$ cat config.mk
export PLATFORM = sky130hd
export DESIGN_NAME = add_sequencer
export DESIGN_NICKNAME = d
export VERILOG_FILES = /design/src/rtl/add_seq_pkg.sv /design/src/rtl/nibble_adder.sv /design/src/rtl/add_sequencer.sv
export SDC_FILE = /design/constraint.sdc
export NUM_CORES = 1
export LEC_CHECK = 0
export CAP_MARGIN = 10
export CORE_ASPECT_RATIO = 0.8
export CORE_MARGIN = 3
export CORE_UTILIZATION = 59
export CTS_BUF_LIST = sky130_fd_sc_hd__clkbuf_8
export CTS_CLUSTER_DIAMETER = 30
export DETAILED_ROUTE_END_ITERATION = 6
export DONT_BUFFER_PORTS = 1
export GPL_TIMING_DRIVEN = 0
export PLACE_DENSITY = 0.79
export SYNTH_ARGS = -nofsm -noshare
export SYNTH_HDL_FRONTEND = slang
export SYNTH_HIERARCHICAL = 1
export SYNTH_SLANG_ARGS = --single-unit
$ cat constraint.sdc
create_clock -name clk -period 2.7 [get_ports clk]
set_input_delay 0.27 -clock clk [delete_from_list [all_inputs] [get_ports clk]]
set_output_delay 0.27 -clock clk [all_outputs]
set_load 0.005 [all_outputs]
$ cat src/rtl/add_seq_pkg.sv
// Shared types and constants for the nibble-serial add sequencer.
package add_seq_pkg;

    localparam int NIBBLE_W = 4;

    typedef enum logic [1:0] {
        IDLE = 2'd0,
        CALC = 2'd1,
        DONE = 2'd2
    } state_t;

endpackage

$ cat src/rtl/nibble_adder.sv
// Purely combinational 4-bit adder slice shared by every nibble step.
import add_seq_pkg::*;

module nibble_adder (
    input  logic [NIBBLE_W-1:0] a,
    input  logic [NIBBLE_W-1:0] b,
    input  logic                cin,
    output logic [NIBBLE_W-1:0] sum,
    output logic                cout
);

    logic [NIBBLE_W:0] full;

    // Widen by one bit so the carry falls out of the top.
    assign full = {1'b0, a} + {1'b0, b} + {{NIBBLE_W{1'b0}}, cin};
    assign sum  = full[NIBBLE_W-1:0];
    assign cout = full[NIBBLE_W];

endmodule

$ cat src/rtl/add_sequencer.sv
// Nibble-serial adder: accepts an operand pair, adds one nibble per cycle
// LSB first through a single nibble_adder, then holds the result until the
// consumer takes it. Optional subtract mode behind ADD_SEQUENCER_SUB_EN.
import add_seq_pkg::*;

module add_sequencer #(
    parameter int WIDTH = 16
) (
    input  logic             clk,
    input  logic             rst,
    input  logic             in_valid,
    output logic             in_ready,
    input  logic [WIDTH-1:0] in_a,
    input  logic [WIDTH-1:0] in_b,
    input  logic             in_cin,
`ifdef ADD_SEQUENCER_SUB_EN
    input  logic             in_sub,
`endif
    output logic             out_valid,
    input  logic             out_ready,
    output logic [WIDTH-1:0] out_sum,
    output logic             out_cout
);

    localparam int NIB = WIDTH / 4;
    localparam int CW  = (NIB > 1) ? $clog2(NIB) : 1;
    localparam logic [CW-1:0] LAST = CW'(NIB - 1);

    state_t state, state_nx;

    logic [WIDTH-1:0] a_q, b_q, sum_q;
    logic [CW-1:0]    cnt;
    logic             c_q, cout_q, sub_q, fin;
    logic             sub_in;

    logic [NIBBLE_W-1:0] a_nib, b_nib, n_sum;
    logic                n_cout;

`ifdef ADD_SEQUENCER_SUB_EN
    assign sub_in = in_sub;
`else
    assign sub_in = 1'b0;
`endif

    // Current nibble operands; B is inverted in subtract mode.
    assign a_nib = a_q[int'(cnt)*NIBBLE_W +: NIBBLE_W];
    assign b_nib = b_q[int'(cnt)*NIBBLE_W +: NIBBLE_W] ^ {NIBBLE_W{sub_q}};

    nibble_adder u_add (
        .a    (a_nib),
        .b    (b_nib),
        .cin  (c_q),
        .sum  (n_sum),
        .cout (n_cout)
    );

    // State register.
    always_ff @(posedge clk or posedge rst) begin
        if (rst) state <= IDLE;
        else     state <= state_nx;
    end

    // Next state. fin marks that the last nibble has been written, so DONE
    // is entered one cycle after it, giving NIB+1 cycles of latency.
    always_comb begin
        state_nx = state;
        case (state)
            IDLE:    if (in_valid)  state_nx = CALC;
            CALC:    if (fin)       state_nx = DONE;
            DONE:    if (out_ready) state_nx = IDLE;
            default:                state_nx = IDLE;
        endcase
    end

    // Handshake outputs decode straight from state.
    always_comb begin
        in_ready  = (state == IDLE);
        out_valid = (state == DONE);
    end

    // Datapath: latch operands on accept, then one nibble per CALC cycle.
    always_ff @(posedge clk or posedge rst) begin
        if (rst) begin
            a_q    <= '0;
            b_q    <= '0;
            sum_q  <= '0;
            cnt    <= '0;
            c_q    <= 1'b0;
            cout_q <= 1'b0;
            sub_q  <= 1'b0;
            fin    <= 1'b0;
        end else begin
            case (state)
                IDLE: if (in_valid) begin
                    a_q    <= in_a;
                    b_q    <= in_b;
                    sub_q  <= sub_in;
                    c_q    <= sub_in ? 1'b1 : in_cin;
                    cnt    <= '0;
                    fin    <= 1'b0;
                    sum_q  <= '0;
                    cout_q <= 1'b0;
                end
                CALC: if (!fin) begin
                    sum_q[int'(cnt)*NIBBLE_W +: NIBBLE_W] <= n_sum;
                    c_q <= n_cout;
                    if (cnt == LAST) begin
                        fin    <= 1'b1;
                        cout_q <= n_cout;
                    end else begin
                        cnt <= cnt + 1'b1;
                    end
                end
                default: ;
            endcase
        end
    end

    assign out_sum  = sum_q;
    assign out_cout = cout_q;

endmodule
======== After elaboration in Yosys (flattened, before gate mapping) ========
Cells that the tools add are included.
cells by class
  add/sub/neg operators ................... 4
  equality and inequality tests ........... 9
  multipliers ............................. 0
  reduce and logical (&&, ||, !) cells .... 8
  bitwise operators ....................... 0
  mux-type cells .......................... 22
  shift operators ......................... 4
  order comparisons ....................... 0
  divide/modulo/power cells ............... 0
operators by type and width
  cell                                                                      count
  4-bit negation with 33-bit output                                         1
  4-bit by 33-bit variable shift with 16-bit output (first input constant)  1
  4-bit by 33-bit indexed part select with 16-bit output                    1
  16-bit 2-to-1 mux                                                         2
  16-bit case mux with 2 select lines                                       1
  16-bit by 5-bit indexed part select with 4-bit output                     2
  16-bit bitwise mux                                                        1
  2-bit 2-to-1 mux                                                          6
  2-bit inequality test (second input constant)                             5
  4-bit AND reduction                                                       2
  1-bit 2-to-1 mux                                                          7
  1-bit case mux with 2 select lines                                        3
  2-bit case mux with 3 select lines                                        1
  3-bit AND reduction                                                       2
  4-bit by 4-bit adder with 5-bit output                                    1
  5-bit by 1-bit adder with 5-bit output                                    1
  2-bit == test (second input constant)                                     2
  2-bit case mux with 2 select lines                                        1
  2-bit AND reduction                                                       2
  2-bit by 1-bit adder with 2-bit output (second input constant)            1
  2-bit by 1-bit == test with 1-bit output (second input constant)          1
  2-bit zero test                                                           1
  2-bit by 1-bit inequality test with 1-bit output (second input constant)  1
  2-bit nonzero test                                                        1
storage, ports and cells
  memory bits (read-only) ................. 0
  bits in writable memories ............... 0
  bits in latches ......................... 0
  memories kept ........................... 0
  output and inout port bits .............. 19
  register bits ........................... 55

======== Depth between registers and ports, before layout ========
Gate-level depths: netlist (run 1).
  word-level depth ........................ 7
  gate-level depth with buffers ........... 11
  depth with buffers taken out ............ 10

======== Cells and area by module ========
The synthesis (run 1) kept the hierarchy.
by module, submodules not included
  module         sequential area each (um^2)  cells an instance  area an instance (um^2)  instances
  add_sequencer  1376.3                       190                2656.3                   1
  nibble_adder   0.0                          16                 143.9                    1

======== Worst setup path before layout (run 1) ========
OpenSTA, ideal clock, no wires.
  path kind ............................... flip-flop to flip-flop
  from .................................... reg cnt[0]
  to ...................................... reg sum_q[11], in the netlist out_sum[11]
  stages on the path, launching flop included .. 11
  setup slack ............................. 0.078 ns
  data arrival time ....................... 2.556 ns
  data required time ...................... 2.634 ns
  library setup time ...................... 0.066 ns
  path through ............................ dfrtp_1 > buf_2 > buf_2 > mux4_2 > ha_1 > a21o_1 > a21oi_2 > xnor2_1 > inv_1 > nor4_1 > mux2_1
on the way
  cells in the longest elaborated chain, start to end .. 7
  elaborated cells between the ends (all ways) .. 10
RTL lines
  item                                                    RTL line              source
  from (decl)                                             add_sequencer.sv:32   logic [CW-1:0] cnt;
  from (signal assigned)                                  add_sequencer.sv:111  cnt <= cnt + 1'b1;
  16-bit by 5-bit indexed part select with 4-bit output   add_sequencer.sv:46   assign a_nib = a_q[int'(cnt)*NIBBLE_W +: NIBBLE_W];
  via a_nib[1]                                            add_sequencer.sv:36   logic [NIBBLE_W-1:0] a_nib, b_nib, n_sum;
  4-bit by 4-bit adder with 5-bit output                  nibble_adder.sv:15    assign full = {1'b0, a} + {1'b0, b} + {{NIBBLE_W{1'b0}}, cin};
  5-bit by 1-bit adder with 5-bit output                  nibble_adder.sv:15
  via n_sum[3]                                            add_sequencer.sv:36
  4-bit by 33-bit indexed part select with 16-bit output  add_sequencer.sv:105  sum_q[int'(cnt)*NIBBLE_W +: NIBBLE_W] <= n_sum;
  16-bit bitwise mux                                      add_sequencer.sv:105
  16-bit 2-to-1 mux                                       add_sequencer.sv:104  CALC: if (!fin) begin
  16-bit case mux with 2 select lines                     add_sequencer.sv:93   case (state)
  to (signal, indexed assignment)                         add_sequencer.sv:105
  to (decl)                                               add_sequencer.sv:31   logic [WIDTH-1:0] a_q, b_q, sum_q;
The timed path passes the listed nets, and every way through them passes these cells. The select of a mux whose other input is x is not followed.
A chain may end at the register's enable or synchronous reset.

======== Worst setup path in the final report (run 1) ========
Ends and elaborated chain as after synthesis.

==> results of run 1 <==
[worst reg2reg max path: cells and delay by family, from the launching register on]
family,cells,cell delay [ns]
compound gates,2,0.38
buf+inv,3,0.39
mux,2,0.70
flops,1,0.38
fa+ha+maj,1,0.32
xor+xnor,1,0.19
simple gates,1,0.27
[Yosys cell counts, types with 2 or more instances]
cell type	count	area share
a21oi_1	4	0.0071
ha_1	9	0.040
nor2_1	4	0.0054
buf_6	3	0.012
nor3b_1	2	0.0054
fa_1	2	0.014
buf_4	2	0.0054
nand4_1	4	0.0089
mux2_1	10	0.040
mux2_2	35	0.14
mux4_2	8	0.064
and4b_1	4	0.014
buf_2	3	0.0054
mux2i_1	4	0.014
nand2b_1	6	0.013
nand2_1	4	0.0054
inv_1	16	0.021
nor4_1	8	0.018
clkbuf_1	2	0.0027
a31oi_2	4	0.018
dfrtp_1	55	0.49
xnor2_1	2	0.0063
[logic make-up after synthesis]
group                    after synthesis
AO/OA/AOI/OAI                         15
adder cells (fa/ha/maj)               11
AND/OR/NAND/NOR                       39
buffers and inverters                 27
multiplexers                          57
XOR/XNOR                               2
flip-flops                            55
[layer usage]
| metal | up-vias | track usage |
|---|---|---|
| met2 | 65 | 0.3660 |
| met1 | 853 | 0.2816 |
| met4 | 0 | 0.07551 |
| li1 | 770 | - |
| met3 | 10 | 0.06220 |
| met5 | - | 0 |
[registers in the layout, indices dropped and copies added (netlist names)]
register / cells
fin: 1
out_sum: 16
out_cout: 1
c_q: 1
b_q: 16
cnt: 2
a_q: 16
state: 2
[report_power, final]
group | total [mW] | internal, mW | switching (mW)
sequential | 1.36 | 1.16 | 0.198
clock | 0.452 | 0.181 | 0.271
combinational | 2.76 | 1.33 | 1.43
total | 4.57 | 2.67 | 1.90
[per-stage QoR]
stage	instances	power, mW
6_report	276	4.574
5_1_grt	276	4.896
4_1_cts	273	4.370
3_5_place_dp	264	3.775
3_3_place_gp	263	3.651
2_1_floorplan	206	3.210
[final cells by class]
class	instances	area share
sequential	55	0.4486
multi-input combinational	124	0.4311
buffer	11	0.03018
tap	57	0.02325
clock buffer	5	0.02243
timing repair buffer	6	0.01958
inverter	16	0.01958
clock inverter	2	0.005302
[worst paths after layout]
check                           slack (ns)  cells past startpoint       from           to
max in group asynchronous             1.73                      3        rst       b_q[7]
worst max-delay path                  0.02                     10     cnt[0]  out_sum[11]
worst min register to register        0.49                      1     b_q[1]       b_q[1]
min in group asynchronous             0.43                      2        rst      a_q[11]
worst min-delay path                  0.04                      1  out_ready     state[1]
worst max register to register        0.02                     10     cnt[0]  out_sum[11]
[what timing repair did]
action / 4_1_cts / 5_1_grt
buffers inserted: 1 / 3
cloned: 0 / 0
pin swaps: 0 / 2
hold endpoints to repair: 21 / 0
endpoints found under the setup margin: 13 / 8
hold buffers: 1 / 0
gates resized for setup: 9 / 5
==> metrics.cfg, run 1 <==
[detailed_routing]
routed_wl_um=5632
ant_nets=0
top_layer=met4
drc_errors=0
dr_total_vias=1698
met3WireLength_um=390
wl_met1_um=2466
drt_iter0_drc=150
wl_per_cell_um=20.41
via_per_inst=6.152
dr.pass1.iters=4
wl_met2_um=2694

[logic_synthesis]
syn_avg_cell_area_um2=13.59
synth-simple-area-share=0.09473
synth-xor-area-share=0.006256
yosys.area_share.adder=0.05451
synthFlopType=dfrtp_1
synth_cells=206
synth-compound-area-share=0.04513
syn-num-nets=254
synth_top_family_by_area=multiplexers
netlist_area_um2=2800
synth.yosys.seq_area_share=0.4915
muxShareOfSynthArea=0.2596
ys_seq_elements=55
async_flop_share=1.000
synth_warnings=6
synth-edff-count=0
synthDistinctLibCells=37

[critical_path]
cpMaxStageDelayCell=mux4_2
arrival_ns=2.95
critical_path.cell_chain=buf_6 > buf_8 > mux4_2 > ha_1 > a21o_1 > a21oi_2 > xnor2_2 > inv_1 > nor4_1 > mux2_1
crit_buf_inv=3
worstSetupPathType=register to register
crit_family=multiplexers
critPathMaxStageDelay_ns=0.52
worst_ep_required_time_ns=2.97
end_kind=register
worst-path-max-fanout=10
cp-start-kind=register

[global_route]
grt_usage=0.2196
antenna_found_initial=0
grt_max_degree=35
gr-total-overflow=0
grt_pass1_vias=1829
grt_pass1_wl_um=9335

[cts]
clk_pin_slew_ns=0.10
cts-buffers-inserted=5
clock_latency_ns=0.32
ctsHtreeMaxLevel=2
clk_path_buf_depth=2
cts_sinks=55
cts_root_buffer=clkbuf_8
cts_tree=done

[die]
pin_count=56
fp.dieH_um=67.62
core_area_um2=4362
initial_core_util=0.6420
die_x_um=83.03
num_rows=21
dieArea_um2=5614

[sta]
layout_setup_ws_ns=0.01772
skew_ns=0.01491
max_freq_ghz=0.3728
layout_min_cycle_time_ns=2.682
finalSetupTns_ns=0
hold_slack_ns=0.03519
rsz0062_at_grt=true
finalHoldViolations=0
tightest_slew_ns=0.6565
fin_crit_sh=0.9934
finalMaxSlewViolations=0
setup_viol=0
relSlewSlack=0.5562

[finish]
syn2layout_area_growth_pct=9.562
postLayoutCoreUtil=0.7034
multiInputGateArea_um2=1323
finalNetCount=267
layout_common_cells=55 x dfrtp_1, 35 x mux2_2, 14 x inv_1
drive_above_1_share=0.3699
fill_cells=317
seqCellArea_um2=1376
final_common_cell=dfrtp_1
final_area_um2=3068
diodes=0

[pwr]
p_leak_nw=1.366
p_per_area_nw_per_um2=1491
peakVddDrop_uv=684.7

[place]
post-dp-hpwl_um=4332
place_congestion=0.7901
place_ws_ns=-0.3769
postPlaceCellArea_um2=2892
port_buffers=0

[hold_path]
hold_class=primary input to register

[flow_run]
maxCapViolations=0

[outcome]
status=finished clean

Power figures use the tool's default switching activity.
==> inputs of run 2 (changes only) <==
--- a/config.mk
+++ b/config.mk
@@ -15,6 +15,7 @@
 export DONT_BUFFER_PORTS = 1
 export GPL_TIMING_DRIVEN = 0
 export PLACE_DENSITY = 0.79
+export RECOVER_POWER = 25
 export SYNTH_ARGS = -nofsm -noshare
 export SYNTH_HDL_FRONTEND = slang
 export SYNTH_HIERARCHICAL = 1
==> metrics.cfg, run 2 (synthesis gave the netlist of run 1 again) <==
[outcome]
status=finished clean

[critical_path]
cp-start-kind=register
worst-path-max-fanout=10
regToRegSetupSlack_ns=0.02
worst_ep_required_time_ns=2.97
end_kind=register
arrival_ns=2.95
worstSetupPathType=register to register

[cts]
clk_path_buf_depth=2
cts_root_buffer=clkbuf_8
ctsHtreeMaxLevel=2
clk_pin_slew_ns=0.10
clock_latency_ns=0.32
cts-buffers-inserted=5
cts_sinks=55
cts_tree=done

[finish]
diodes=0
fill_cells=317
final_area_um2=3068
seqCellArea_um2=1376
finalNetCount=267
layout_common_cells=55 x dfrtp_1, 35 x mux2_2, 15 x inv_1
postLayoutCoreUtil=0.7034
drive_above_1_share=0.3653
multiInputGateArea_um2=1323
syn2layout_area_growth_pct=9.562
final_common_cell=dfrtp_1

[sta]
max_freq_ghz=0.3728
layout_setup_ws_ns=0.01772
rsz0062_at_grt=true
setup_viol=0
tightest_slew_ns=0.8839
finalHoldViolations=0
layout_min_cycle_time_ns=2.682
fin_crit_sh=0.9934
relSlewSlack=0.4101
hold_slack_ns=0.03519
finalMaxSlewViolations=0
skew_ns=0.01491

[place]
place_congestion=0.7901
place_ws_ns=-0.3769
port_buffers=0
postPlaceCellArea_um2=2892
post-dp-hpwl_um=4332

[die]
fp.dieH_um=67.62
die_x_um=83.03
pin_count=56
num_rows=21
initial_core_util=0.6420
dieArea_um2=5614
core_area_um2=4362

[detailed_routing]
drc_errors=0
wl_per_cell_um=20.41
via_per_inst=6.152
ant_nets=0
routed_wl_um=5632
dr.pass1.iters=4
dr_total_vias=1698
drt_iter0_drc=150

[global_route]
grt_pass1_wl_um=9335
antenna_found_initial=0
grt_usage=0.2196
grt_pass1_vias=1829
grt_max_degree=35
gr-total-overflow=0

[hold_path]
hold_class=primary input to register

[pwr]
p_leak_nw=1.368
p_per_area_nw_per_um2=1491
peakVddDrop_uv=684.7
power_mw=4.573

[flow_run]
maxCapViolations=0

-- run 2: cell counts in the layout (fill, tap and decap cells not counted) --
No cell type changed its count.
-- run 2: through the flow --
step / TNS [ns] / std cells
after floorplan: 0 / 206
after global placement: -1.737 / 263
after detailed placement: -2.217 / 264
after CTS: 0 / 273
after global routing: -0.2265 / 276
final: 0 / 276
-- run 2: repair_timing --
item / in CTS / in global routing
setup endpoints to repair: 13 / 8
hold endpoints to repair: 21 / 0
pin swaps: 0 / 2
hold buffers: 1 / 0
cloned: 0 / 0
buffers inserted: 1 / 3
gates resized for setup: 9 / 5
-- run 2: cell type report --
class,count,share of cell area
tap,57,0.02325
sequential,55,0.4486
clock buffer,5,0.02243
timing repair buffer,6,0.01958
clock inverter,2,0.005302
multi-input combinational,124,0.4311
buffer,11,0.03018
inverter,16,0.01958
-- run 2: worst max-delay path: stages (launching register included) --
cell     delay (ns)
dfrtp_1        0.38
buf_6          0.16
buf_8          0.16
mux4_2         0.52
ha_1           0.32
a21o_1         0.20
a21oi_2        0.18
xnor2_2        0.18
inv_1          0.07
nor4_1         0.27
mux2_1         0.18
-- run 2: path summary, 6_finish.rpt --
| path | to | startpoint | cells past startpoint |
|---|---|---|---|
| max in group asynchronous | b_q[7] | rst | 3 |
| min in group asynchronous | a_q[11] | rst | 2 |
| max reg2reg | out_sum[11] | cnt[0] | 10 |
| max | out_sum[11] | cnt[0] | 10 |
| min reg2reg | b_q[1] | b_q[1] | 1 |
| min | state[1] | out_ready | 1 |
-- run 2: per-layer routing --
metal / track usage / routed length [um] / vias up
met5: 0 / 0 / -
met4: 0.07551 / 80 / 0
met3: 0.06220 / 390 / 10
met2: 0.3660 / 2694 / 65
met1: 0.2816 / 2466 / 853
li1: - / - / 770
-- run 2: where the power goes --
part           switching, mW  internal, mW  total, mW
combinational           1.43          1.33       2.76
sequential             0.198          1.16       1.36
clock                  0.271         0.181      0.452
total                   1.90          2.67       4.57
==> inputs of run 3 (changes only) <==
--- a/config.mk
+++ b/config.mk
@@ -8,13 +8,13 @@
 export CAP_MARGIN = 10
 export CORE_ASPECT_RATIO = 0.8
 export CORE_MARGIN = 3
-export CORE_UTILIZATION = 59
+export CORE_UTILIZATION = 60
 export CTS_BUF_LIST = sky130_fd_sc_hd__clkbuf_8
 export CTS_CLUSTER_DIAMETER = 30
 export DETAILED_ROUTE_END_ITERATION = 6
 export DONT_BUFFER_PORTS = 1
 export GPL_TIMING_DRIVEN = 0
-export PLACE_DENSITY = 0.79
+export PLACE_DENSITY = 0.77
 export RECOVER_POWER = 25
 export SYNTH_ARGS = -nofsm -noshare
 export SYNTH_HDL_FRONTEND = slang
==> constraint.sdc (replaced) <==
create_clock -name clk -period 3 [get_ports clk]
set_input_delay 0.3 -clock clk [delete_from_list [all_inputs] [get_ports clk]]
set_output_delay 0.3 -clock clk [all_outputs]
set_load 0.005 [all_outputs]
==> metrics.cfg, run 3 (synthesis gave the netlist of run 1 again) <==
[place]
place_congestion=0.7869
port_buffers=0
place_ws_ns=-0.01171
post-dp-hpwl_um=4181

[detailed_routing]
drt_iter0_drc=73
dr.pass1.iters=4
drc_errors=0
routed_wl_um=5492
dr_total_vias=1648
wl_per_cell_um=20.12
via_per_inst=6.037
ant_nets=0

[die]
die_x_um=82.38
initial_core_util=0.6459
fp.dieH_um=67.10
core_area_um2=4335
dieArea_um2=5528
num_rows=21
pin_count=56

[sta]
layout_min_cycle_time_ns=2.836
max_freq_ghz=0.3527
skew_ns=0.005580
setup_viol=0
finalHoldViolations=0
fin_crit_sh=0.9452
rsz0062_at_grt=false
layout_setup_ws_ns=0.1645
finalMaxSlewViolations=40
tightest_slew_ns=1.670
relSlewSlack=-0.1154

[global_route]
grt_usage=0.2289
grt_pass1_wl_um=9156
antenna_found_initial=0
gr-total-overflow=0
grt_pass1_vias=1758
grt_max_degree=40

[critical_path]
cpMaxStageDelayCell=mux4_2
regToRegSetupSlack_ns=0.16
reg2reg_to=out_sum[11]
critical_path.cell_chain=clkbuf_4 > buf_6 > mux4_2 > ha_1 > a21o_1 > a21oi_2 > xnor2_1 > inv_1 > nor4_1 > mux2_1
crit_family=multiplexers
arrival_ns=3.09
worst-path-max-fanout=10
end_kind=register
cp-start-kind=register
critPathMaxStageDelay_ns=0.55
r2r-start=cnt[0]
worstSetupPathType=register to register
rr_worst_depth=10
worst_ep_required_time_ns=3.26
crit_buf_inv=3

[cts]
cts-buffers-inserted=5
cts_tree=done
clock_latency_ns=0.31
ctsHtreeMaxLevel=2
cts_root_buffer=clkbuf_8
cts_sinks=55
clk_pin_slew_ns=0.10
post_cts_buffers=0
clk_path_buf_depth=2

[pwr]
p_leak_nw=1.366
p_sw_mw=1.581
peakVddDrop_uv=615.3
combPwrFrac=0.546
switching_share=0.3990
clkPwrFrac=0.144
p_int_mw=2.382
p_per_area_nw_per_um2=1305
power_mw=3.963
pwr-share-seq=0.310

[finish]
final_common_cell=dfrtp_1
fill_cells=311
layout_common_cells=55 x dfrtp_1, 35 x mux2_2, 17 x inv_1
syn2layout_area_growth_pct=8.445
finalNetCount=263
seqCellArea_um2=1376
drive_above_1_share=0.3148
diodes=0
multiInputGateArea_um2=1289

[outcome]
violations=capacitance limit, slew limit
status=complete, but fails checks

[hold_path]
min_from=out_ready
hold_depth=1
whs_endpoint=state[1]
hold_class=primary input to register

[flow_run]
maxCapViolations=1

## run 3: cell count changes in the layout (fill, tap and decap cells not counted), sizes merged
cell,change
bufinv,+2
clkbuf,+2
dlymetal6s2s,+1
clkinvlp,-1
buf,-7
## run 3: area by class of cell
type	count	area share
Multi-Input combinational cell	124	0.4244
Clock inverter	3	0.02101
Inverter	16	0.01978
Timing Repair Buffer	2	0.007417
Tap cell	57	0.02349
Buffer	11	0.02802
Sequential cell	55	0.4532
Clock buffer	5	0.02266
## run 3: layer usage
layer  GRT usage  part of all wire  up-vias
met5           0                 0        -
met4     0.05187            0.0086        0
met3     0.07432             0.057        5
met2      0.3430              0.47       46
met1      0.3256              0.47      837
li1            -                 -      760
## run 3: worst max path at each step
stage / to / start / cells past startpoint
2_1_floorplan: out_sum[11] / cnt[0] / 10
3_3_place_gp: out_sum[11] / cnt[0] / 10
3_5_place_dp: out_sum[11] / cnt[0] / 10
4_1_cts: out_sum[9] / cnt[1] / 9
5_1_grt: out_sum[1] / cnt[0] / 9
6_report: out_sum[11] / cnt[0] / 10
## run 3: power by group through the flow
stage | logic [mW] | clock network (mW) | registers (mW)
2_1_floorplan | 1.71 | 0 | 1.18
3_3_place_gp | 2.04 | 0 | 1.22
6_report | 2.16 | 0.570 | 1.23
4_1_cts | 2.14 | 0.576 | 1.23
5_1_grt | 2.38 | 0.613 | 1.27
3_5_place_dp | 2.13 | 0 | 1.25
## run 3: worst register-to-register path: cells and delay by family, from the launching register on
kind	cells	cell delay, ns
multiplexers	2	0.71
buffers and inverters	3	0.53
flip-flops	1	0.41
AO/OA/AOI/OAI	2	0.34
adder cells (fa/ha/maj)	1	0.31
AND/OR/NAND/NOR	1	0.26
XOR/XNOR	1	0.24
## run 3: what timing repair did
action	4_1_cts	5_1_grt
endpoints found under the hold margin	16	0
resized for setup	1	4
setup endpoints to repair	1	7
cloned	0	0
hold buffers	1	0
## run 3: metrics by stage
step                      instance area [um2]  utilization  setup TNS [ns]  cells  hold WS, ns
after global placement                   2872       0.6623       -0.002338    263       0.3903
after detailed placement                 2892       0.6670        -0.01171    264       0.1837
final                                    3037       0.7004               0    273      0.05989
after floorplan                          2800            -               0    206       0.3863
after global routing                     3037       0.7004               0    273      0.03721
after CTS                                3037       0.7004               0    273      0.05422
